`src/rtl/ula_seq_pkg.sv`:
```
// Shared op encodings and FSM state type for the sequential ALU.
// The MUL state only exists when ULA_SEQ_MUL_EN is defined.
package ula_pkg;

    localparam int OP_W = 3;

    localparam logic [OP_W-1:0] OP_SUB = 3'b000;
    localparam logic [OP_W-1:0] OP_ADD = 3'b001;
    localparam logic [OP_W-1:0] OP_EQU = 3'b010;
    localparam logic [OP_W-1:0] OP_SLT = 3'b011;
    localparam logic [OP_W-1:0] OP_MUL = 3'b100;

`ifdef ULA_SEQ_MUL_EN
    typedef enum logic [1:0] {
        ST_IDLE = 2'd0,
        ST_MUL  = 2'd1,
        ST_DONE = 2'd2
    } state_t;
`else
    typedef enum logic [1:0] {
        ST_IDLE = 2'd0,
        ST_DONE = 2'd2
    } state_t;
`endif

endpackage

```
`src/rtl/ula_seq_if.sv`:
```
// Operand/result handshake bundle between the operand registers, the ALU and write-back.
interface ula_seq_if #(parameter int WIDTH = 64);
    import ula_pkg::*;

    logic              in_valid;
    logic              in_ready;
    logic [WIDTH-1:0]  a;
    logic [WIDTH-1:0]  b;
    logic [OP_W-1:0]   op;
    logic              out_valid;
    logic              out_ready;
    logic [WIDTH-1:0]  result;
    logic              v;
    logic              err;

    modport master (
        output in_valid, a, b, op, out_ready,
        input  in_ready, out_valid, result, v, err
    );

    modport slave (
        input  in_valid, a, b, op, out_ready,
        output in_ready, out_valid, result, v, err
    );

endinterface

```
`src/rtl/ula_seq_mul.sv`:
```
// Signed shift-add multiplier on operand magnitudes, sign restored at the output.
// Latency: WIDTH cycles from start to a one-cycle done pulse; product is valid while done is high.
// Backpressure: none; caller must not pulse start while an operation is in flight.
module ula_mul_seq #(
    parameter int WIDTH = 64
) (
    input  logic                 clock,
    input  logic                 reset_n,
    input  logic                 start,
    input  logic [WIDTH-1:0]     a,
    input  logic [WIDTH-1:0]     b,
    output logic                 done,
    output logic [2*WIDTH-1:0]   product
);

    localparam int CW  = $clog2(WIDTH);
    localparam int MSB = WIDTH - 1;

    logic [2*WIDTH-1:0] acc;
    logic [2*WIDTH-1:0] mcand;
    logic [WIDTH-1:0]   mplier;
    logic [WIDTH-1:0]   mag_a;
    logic [WIDTH-1:0]   mag_b;
    logic [CW-1:0]      cnt;
    logic               busy;
    logic               neg;

    // -MIN wraps back to MIN, whose bit pattern is exactly its unsigned magnitude.
    assign mag_a   = a[MSB] ? -a : a;
    assign mag_b   = b[MSB] ? -b : b;
    assign product = neg ? -acc : acc;

    always_ff @(posedge clock or negedge reset_n) begin
        if (!reset_n) begin
            acc    <= '0;
            mcand  <= '0;
            mplier <= '0;
            cnt    <= '0;
            busy   <= 1'b0;
            done   <= 1'b0;
            neg    <= 1'b0;
        end else if (start) begin
            // The first partial product is folded into the load cycle.
            acc    <= mag_b[0] ? {{WIDTH{1'b0}}, mag_a} : '0;
            mcand  <= {{(WIDTH-1){1'b0}}, mag_a, 1'b0};
            mplier <= mag_b >> 1;
            cnt    <= CW'(1);
            busy   <= 1'b1;
            done   <= 1'b0;
            neg    <= a[MSB] ^ b[MSB];
        end else if (busy) begin
            if (mplier[0]) begin
                acc <= acc + mcand;
            end
            mcand  <= mcand << 1;
            mplier <= mplier >> 1;
            cnt    <= cnt + CW'(1);
            if (cnt == CW'(WIDTH - 1)) begin
                busy <= 1'b0;
                done <= 1'b1;
            end
        end else begin
            done <= 1'b0;
        end
    end

endmodule

```
`src/rtl/ula_seq.sv`:
```
// Multi-cycle two's-complement ALU (SUB/ADD/EQU/SLT, MUL when ULA_SEQ_MUL_EN is defined).
// Latency: result registered on the accept edge; MUL takes WIDTH further cycles.
// Backpressure: result held until out_ready in DONE; in_ready only while IDLE.
module ula_seq
    import ula_pkg::*;
#(
    parameter int WIDTH = 64
) (
    input  logic     clock,
    input  logic     reset_n,
    ula_seq_if.slave bus
);

    localparam int MSB = WIDTH - 1;

    state_t            state;
    logic [WIDTH-1:0]  result_q;
    logic              v_q;
    logic              err_q;

    logic [WIDTH-1:0]  sum;
    logic [WIDTH-1:0]  diff;
    logic              add_ovf;
    logic              sub_ovf;
    logic              a_eq_b;
    logic              a_lt_b;

    assign sum     = bus.a + bus.b;
    assign diff    = bus.a - bus.b;
    assign add_ovf = (bus.a[MSB] == bus.b[MSB]) && (sum[MSB]  != bus.a[MSB]);
    assign sub_ovf = (bus.a[MSB] != bus.b[MSB]) && (diff[MSB] != bus.a[MSB]);
    assign a_eq_b  = (bus.a == bus.b);
    assign a_lt_b  = ($signed(bus.a) < $signed(bus.b));

`ifdef ULA_SEQ_MUL_EN
    logic               mul_start;
    logic               mul_done;
    logic [2*WIDTH-1:0] product;
    logic               mul_ovf;

    assign mul_start = (state == ST_IDLE) && bus.in_valid && (bus.op == OP_MUL);
    assign mul_ovf   = (product[2*WIDTH-1:WIDTH] != {WIDTH{product[MSB]}});

    ula_mul_seq #(.WIDTH(WIDTH)) u_mul (
        .clock   (clock),
        .reset_n (reset_n),
        .start   (mul_start),
        .a       (bus.a),
        .b       (bus.b),
        .done    (mul_done),
        .product (product)
    );
`endif

    always_ff @(posedge clock or negedge reset_n) begin
        if (!reset_n) begin
            state    <= ST_IDLE;
            result_q <= '0;
            v_q      <= 1'b0;
            err_q    <= 1'b0;
        end else begin
            case (state)
                ST_IDLE: begin
                    if (bus.in_valid) begin
                        state <= ST_DONE;
                        v_q   <= 1'b0;
                        err_q <= 1'b0;
                        case (bus.op)
                            OP_SUB: begin
                                result_q <= diff;
                                v_q      <= sub_ovf;
                            end
                            OP_ADD: begin
                                result_q <= sum;
                                v_q      <= add_ovf;
                            end
                            OP_EQU:  result_q <= {{(WIDTH-1){1'b0}}, a_eq_b};
                            OP_SLT:  result_q <= {{(WIDTH-1){1'b0}}, a_lt_b};
`ifdef ULA_SEQ_MUL_EN
                            OP_MUL:  state <= ST_MUL;
`endif
                            default: begin
                                result_q <= '0;
                                err_q    <= 1'b1;
                            end
                        endcase
                    end
                end
`ifdef ULA_SEQ_MUL_EN
                ST_MUL: begin
                    if (mul_done) begin
                        result_q <= product[MSB:0];
                        v_q      <= mul_ovf;
                        state    <= ST_DONE;
                    end
                end
`endif
                ST_DONE: begin
                    if (bus.out_ready) begin
                        state <= ST_IDLE;
                    end
                end
                default: state <= ST_IDLE;
            endcase
        end
    end

    assign bus.in_ready  = (state == ST_IDLE);
    assign bus.out_valid = (state == ST_DONE);
    assign bus.result    = result_q;
    assign bus.v         = v_q;
    assign bus.err       = err_q;

endmodule

```
`src/flat_wrapper.sv`:
```
// flat-port wrapper written by rule: the top's interface ports become plain ports
module ula_seq_flat import ula_pkg::*;
#(
    parameter int WIDTH = 64
)
  (clock, reset_n, bus_in_valid, bus_a, bus_b, bus_op, bus_out_ready, bus_in_ready, bus_out_valid, bus_result, bus_v, bus_err);
  ula_seq_if #(.WIDTH(WIDTH)) bus_i ();
  input  logic clock;
  input  logic reset_n;
  input wire logic [$bits(bus_i.in_valid)-1:0] bus_in_valid;
  input wire logic [$bits(bus_i.a)-1:0] bus_a;
  input wire logic [$bits(bus_i.b)-1:0] bus_b;
  input wire logic [$bits(bus_i.op)-1:0] bus_op;
  input wire logic [$bits(bus_i.out_ready)-1:0] bus_out_ready;
  output wire logic [$bits(bus_i.in_ready)-1:0] bus_in_ready;
  output wire logic [$bits(bus_i.out_valid)-1:0] bus_out_valid;
  output wire logic [$bits(bus_i.result)-1:0] bus_result;
  output wire logic [$bits(bus_i.v)-1:0] bus_v;
  output wire logic [$bits(bus_i.err)-1:0] bus_err;
  assign bus_i.in_valid = bus_in_valid;
  assign bus_i.a = bus_a;
  assign bus_i.b = bus_b;
  assign bus_i.op = bus_op;
  assign bus_i.out_ready = bus_out_ready;
  assign bus_in_ready = bus_i.in_ready;
  assign bus_out_valid = bus_i.out_valid;
  assign bus_result = bus_i.result;
  assign bus_v = bus_i.v;
  assign bus_err = bus_i.err;
  ula_seq #(.WIDTH(WIDTH)) u_core (.clock(clock), .reset_n(reset_n), .bus(bus_i));
endmodule
```
`config.mk`:
```
export PLATFORM = sky130hd
export DESIGN_NAME = ula_seq_flat
export DESIGN_NICKNAME = d
export VERILOG_FILES = /design/src/rtl/ula_seq_pkg.sv /design/src/rtl/ula_seq_if.sv /design/src/rtl/ula_seq_mul.sv /design/src/rtl/ula_seq.sv /design/src/flat_wrapper.sv
export SDC_FILE = /design/constraint.sdc
export NUM_CORES = 1
export LEC_CHECK = 0
export BUFFER_PORTS_ARGS = -buffer_cell sky130_fd_sc_hd__buf_2
export CORE_ASPECT_RATIO = 1.75
export CORE_MARGIN = 4
export CORE_UTILIZATION = 35
export DETAILED_ROUTE_END_ITERATION = 8
export SKIP_LAST_GASP = 1
export SYNTH_ARGS = -nofsm -noshare
export SYNTH_HDL_FRONTEND = slang
export SYNTH_SLANG_ARGS = --single-unit
```
`constraint.sdc`:
```
create_clock -name clock -period 2.1 [get_ports clock]
set_clock_uncertainty 0.15 [all_clocks]
set_input_delay 0.42 -clock clock [delete_from_list [all_inputs] [get_ports clock]]
set_output_delay 0.42 -clock clock [all_outputs]
set_load 0.05 [all_outputs]
```
# Word level (Yosys, flattened, before mapping)
# Cells that the tools add are included.
[word_totals]
elab_cells = 31
inputBits = 135
reg_bits = 68
out_inout_bits = 68
[op_classes]
n_eq_ne = 11
reduce_logical = 7
magnitude_cmp = 1
add_sub_neg = 2
muxes = 6
[ops]
columns = ["cell", "count"]
rows = [
  ["$pmux 64 s4", 1],
  ["$add 64x64->64", 1],
  ["$eq 64x64->1", 1],
  ["$lt 64x64->1", 1],
  ["$sub 64x64->64", 1],
  ["$eq 3x2->1 const B", 2],
  ["$mux 2", 2],
  ["$ne 2x2->1 const B", 2],
  ["$pmux 2 s2", 1],
  ["$reduce_and 2->1", 2],
  ["$reduce_or 4->1", 1],
  ["$eq 3x1->1 const B", 1],
  ["$logic_not 3->1", 1],
  ["$ne 1x1->1", 3],
  ["$eq 2x2->1 const B", 1],
  ["$logic_and 1x1->1", 2],
  ["$logic_not 2->1", 1],
  ["$pmux 1 s2", 1],
  ["$eq 1x1->1", 1],
  ["$mux 1", 1],
]

# Logic depth before layout (Yosys ltp)
[depth]
depth_word = 4
mapped_depth = 15
depth_no_buf = 15

# Worst setup path after synthesis
# Ideal clock, no wire load.
[synth_timing]
path_kind = "input to register"
from = "input port bus_b[23]"
to = "register u_core.v_q (netlist: u_core.bus.v)"
path_buffers = 2
cell_stages = 13
setup_time_ps = 121
t_required_ps = 1829
slack_ps = -1197
arrival_time_ps = 3026
cell_sequence = "inv_1 > ha_1 > buf_6 > or2_4 > or3_1 > buf_2 > or3_1 > o22a_1 > o211a_4 > o21ai_2 > a311oi_1 > a221o_1 > a22o_1"
[synth_via]
elab_chain_len = 4
elab_cells_between_ends = 7
cone_classes = "add/sub (2); eq/ne (2); mux (1); reduce/logical (2)"
[synth_rtl]
columns = ["item", "line", "text"]
rows = [
  ["start, declared", "flat_wrapper.sv:12", "input wire logic [$bits(bus_i.b)-1:0] bus_b;"],
  ["$add 64x64->64 / $sub 64x64->64 (equally long branches)", "ula_seq.sv:28, ula_seq.sv:29", ""],
  ["$ne 1x1->1, on equally long branches", "ula_seq.sv:30, ula_seq.sv:31", ""],
  ["$logic_and 1x1->1, on equally long branches", "ula_seq.sv:30, ula_seq.sv:31", ""],
  ["$pmux 1 s2 (*)", "ula_seq.sv:68", "case (bus.op)"],
  ["end signal, assigned", "ula_seq.sv:71", "v_q <= sub_ovf;"],
  ["end signal, assigned", "ula_seq.sv:75", "v_q <= add_ovf;"],
  ["end, declared", "ula_seq.sv:18", "logic v_q;"],
]
# Mark *: on every way between the ends. The rest lies on a longest branch, timed or not.
# A chain may end at the register's enable or synchronous reset.

# Final worst setup path
[layout_timing]
from = "input port bus_b[23]"
to = "register u_core.result_q[31] (netlist: u_core.bus.result[31])"
[layout_via]
elab_chain_len = 2
elab_cells_between_ends = 3
cone_classes = "add/sub (2); mux (1)"
[layout_rtl]
columns = ["item", "line", "text"]
rows = [
  ["$add 64x64->64 / $sub 64x64->64 (equally long branches)", "ula_seq.sv:28, ula_seq.sv:29", ""],
  ["$pmux 64 s4 (*)", "ula_seq.sv:68", ""],
  ["end signal, assigned", "ula_seq.sv:70", "result_q <= diff;"],
  ["end signal, assigned", "ula_seq.sv:74", "result_q <= sum;"],
  ["end signal, assigned", "ula_seq.sv:77", "OP_EQU: result_q <= {{(WIDTH-1){1'b0}}, a_eq_b};"],
  ["end, declared", "ula_seq.sv:17", "logic [WIDTH-1:0] result_q;"],
]
# Marks and branches as above.

==> impl_metrics.tcl <==
set metrics [dict create \
    status "finished with violations" \
    synth_cells 1501 \
    overflow 0 \
    cap_violations 0 \
    crit_type "primary input to register" \
    drt_first_pass_iters 5 \
    slew_headroom_pct 60.7 \
    grt_pass1_vias 15500 \
    yosysTopAreaCellShare_pct 15.9 \
    wl_per_cell_um 20.9 \
    max_freq_ghz 0.319 \
    drive_gt1_share_pct 51.5 \
    synth.cell_area_um2 10600 \
    n_antenna_cell 0 \
    hpwl_mm 43.9 \
    cp_max_fo 5 \
    finalNetCount 2534 \
    critPathLaunchType "primary input" \
    async_reset_ff_share_pct 100 \
    arrival_ns 3.26 \
    synth_top_cell_by_area "dfrtp_1" \
    end_kind "register" \
    vias 14900 \
    io_buffer_count 202 \
    clock_latency_ns 0.36 \
    tightest_slew_ns 0.583 \
    final_antenna_net_count 0 \
    synthToLayoutAreaGrowth_pct 81.8 \
    fp.coreArea_um2 29600 \
    grt_pass1_wl_mm 81.7 \
    slowest_delay_ns 0.37 \
    seq_area_frac_synth_pct 15.9 \
    syn_avg_cell_area_um2 7.04 \
    yosysMostFrequentCell "a21oi_1" \
    pre_cts_ws_ns -1.77 \
    grt_max_degree 73 \
    setup_viol 61 \
    worstRegToRegCells 6 \
    placedCellCount 2566 \
    clk_transition_reported_paths_ns 0.06 \
    ctsLongestPathBuffers 2 \
    cts_buffers 9 \
    hold_viol_final 0 \
    drcViolationCount 0 \
    avgViaCountPerCell 5.61 \
    critical_path_required_ns 2.22 \
    min_path_type "primary input to register" \
    yosysWarnings 0 \
    whs_path_depth 2 \
    ir_worst_vdd_mv 0.486 \
    final.setup.tns_ns -48.20 \
    gr-usage-all-layers_pct 31.4 \
    synth-main-ff-cell "dfrtp_1" \
    power_density_nw_per_um2 513 \
    routabilityCongestion 0.989 \
    rsz0062_at_grt "true" \
    die_y_um 238 \
    cpMostUsedCell "buf_4" \
    routed_wl_mm 55.4 \
    cpMaxStageDelayCell "or3_4" \
    path_cells "buf_12 -> inv_12 -> ha_4 -> or2_4 -> or3_4 -> nor3_4 -> nand2_2 -> o31ai_4 -> buf_4 -> nor2_4 -> buf_4 -> buf_6 -> buf_4 -> o311a_1 -> a21oi_2 -> xnor2_1 -> o31ai_1" \
    ys_types 86 \
    antenna_found_initial 0 \
    pin_count 203 \
    syn-num-nets 1766 \
    drtIter0Drc 690 \
    start_util_pct 35.7 \
    violations "negative setup slack" \
    placementRows 83 \
    min_period_over_period_pct 149 \
    cts_tree "done" \
    synth_common_cells "154 x a21oi_1, 148 x nand2_1, 136 x nor2_1" \
    die_area_um2 33100 \
    cts_root_buffer "clkbuf_16" \
    fp.dieW_um 139 \
    period_needed_ns 3.14 \
    finalHoldWorstSlack_ns 0.0836 \
    final_cell_count_no_fill 2656 \
    fin_ws_ns -1.04 \
    synth-edff-count 0 \
    h-tree-depth 3 \
    power_mw 9.85 \
    cts.sinks 67 \
    ys_ff_latch 67 \
    final_max_slew_viol_count 0 \
    yosys-top-cells-area "dfrtp_1 16%, ha_1 15%, a21oi_1 7.3%" \
    leakage_nw 9.27 \
]
==> power by group <==
part | switching [mW] | internal [mW]
registers | 0.143 | 1.48
logic | 3.61 | 2.83
clock network | 0.735 | 1.05
==> path summary, 6_finish.rpt <==
| check | from | endpoint | slack (ns) |
|---|---|---|---|
| setup / recovery | bus_b[23] | u_core.bus.result[31] | -1.04 |
| hold reg to reg | u_core.bus.result[5] | u_core.bus.result[5] | 0.33 |
| min in group asynchronous | reset_n | u_core.bus.result[17] | 0.46 |
| setup reg to reg | u_core.state[1] | u_core.bus.result[36] | 0.19 |
| max in group asynchronous | reset_n | u_core.bus.result[26] | 0.97 |
| hold / removal | bus_out_ready | u_core.state[1] | 0.08 |
==> flip-flops by register name (all words and copies together), names as in the netlist <==
signal             count
u_core.bus.result     64
u_core.bus.err         1
u_core.state           1
u_core.bus.v           1
==> layer usage <==
metal,global-route usage (%),wire length [µm],vias to the layer above
li1,-,-,6922
met1,27.0,17100,7068
met2,63.2,30700,617
met3,3.54,2220,295
met4,25.4,5460,0
met5,0,0,-
==> cells in the final DEF, fill, tap and decap left out, drive strengths merged, types with 10 or more instances in the layout <==
cell type	instances
inv	136
mux2i	10
nor4	21
a31oi	16
or3	11
a21oi	155
clkbuf	10
a21o	36
nor3	44
a211oi	17
o211ai	12
o31ai	40
ha	128
nand3	38
o21bai	29
nand4	21
o21ai	125
dfrtp	67
nand2	149
buf	844
nor2	136
o311ai	10
nor2b	18
xnor2	50
==> cell type report <==
class / count / area [µm²]
Fill cell: 2636 / 10400
Multi-Input combinational cell: 1207 / 9880
Timing Repair Buffer: 846 / 6260
Sequential cell: 67 / 1680
Inverter: 138 / 574
Tap cell: 382 / 478
Clock buffer: 9 / 225
Clock inverter: 7 / 101
==> kinds of logic after synthesis <==
family,share of synthesized area (%)
AO/OA/AOI/OAI,33.4
XOR/XNOR,4.48
adder cells (fa/ha/maj),15.5
buffers and inverters,8.64
flip-flops,15.9
multiplexers,1.05
AND/OR/NAND/NOR,21.0
==> what timing repair did <==
| action | in CTS | in global routing |
|---|---|---|
| buffers inserted | 50 | 35 |
| hold buffers | 1 | 0 |
| pin swaps | 147 | 117 |
| endpoints found under the setup margin | 59 | 60 |
| gates resized for setup | 288 | 108 |
| endpoints found under the hold margin | 67 | 0 |
==> stage by stage <==
step                      instance area, µm²  util [%]
final                                  19200      64.9
after global routing                   19200      64.9
after CTS                              18500      62.4
after detailed placement               16400      55.4
after global placement                 16400      55.4
after floorplan                        11100         -
==> critical path, delay by kind of cell <==
| kind | cells | cell delay (ns) |
|---|---|---|
| compound gates | 4 | 0.88 |
| xor+xnor | 1 | 0.13 |
| fa+ha+maj | 1 | 0.25 |
| buf+inv | 6 | 0.65 |
| simple gates | 5 | 0.90 |
(Power assumes the default switching activity.)
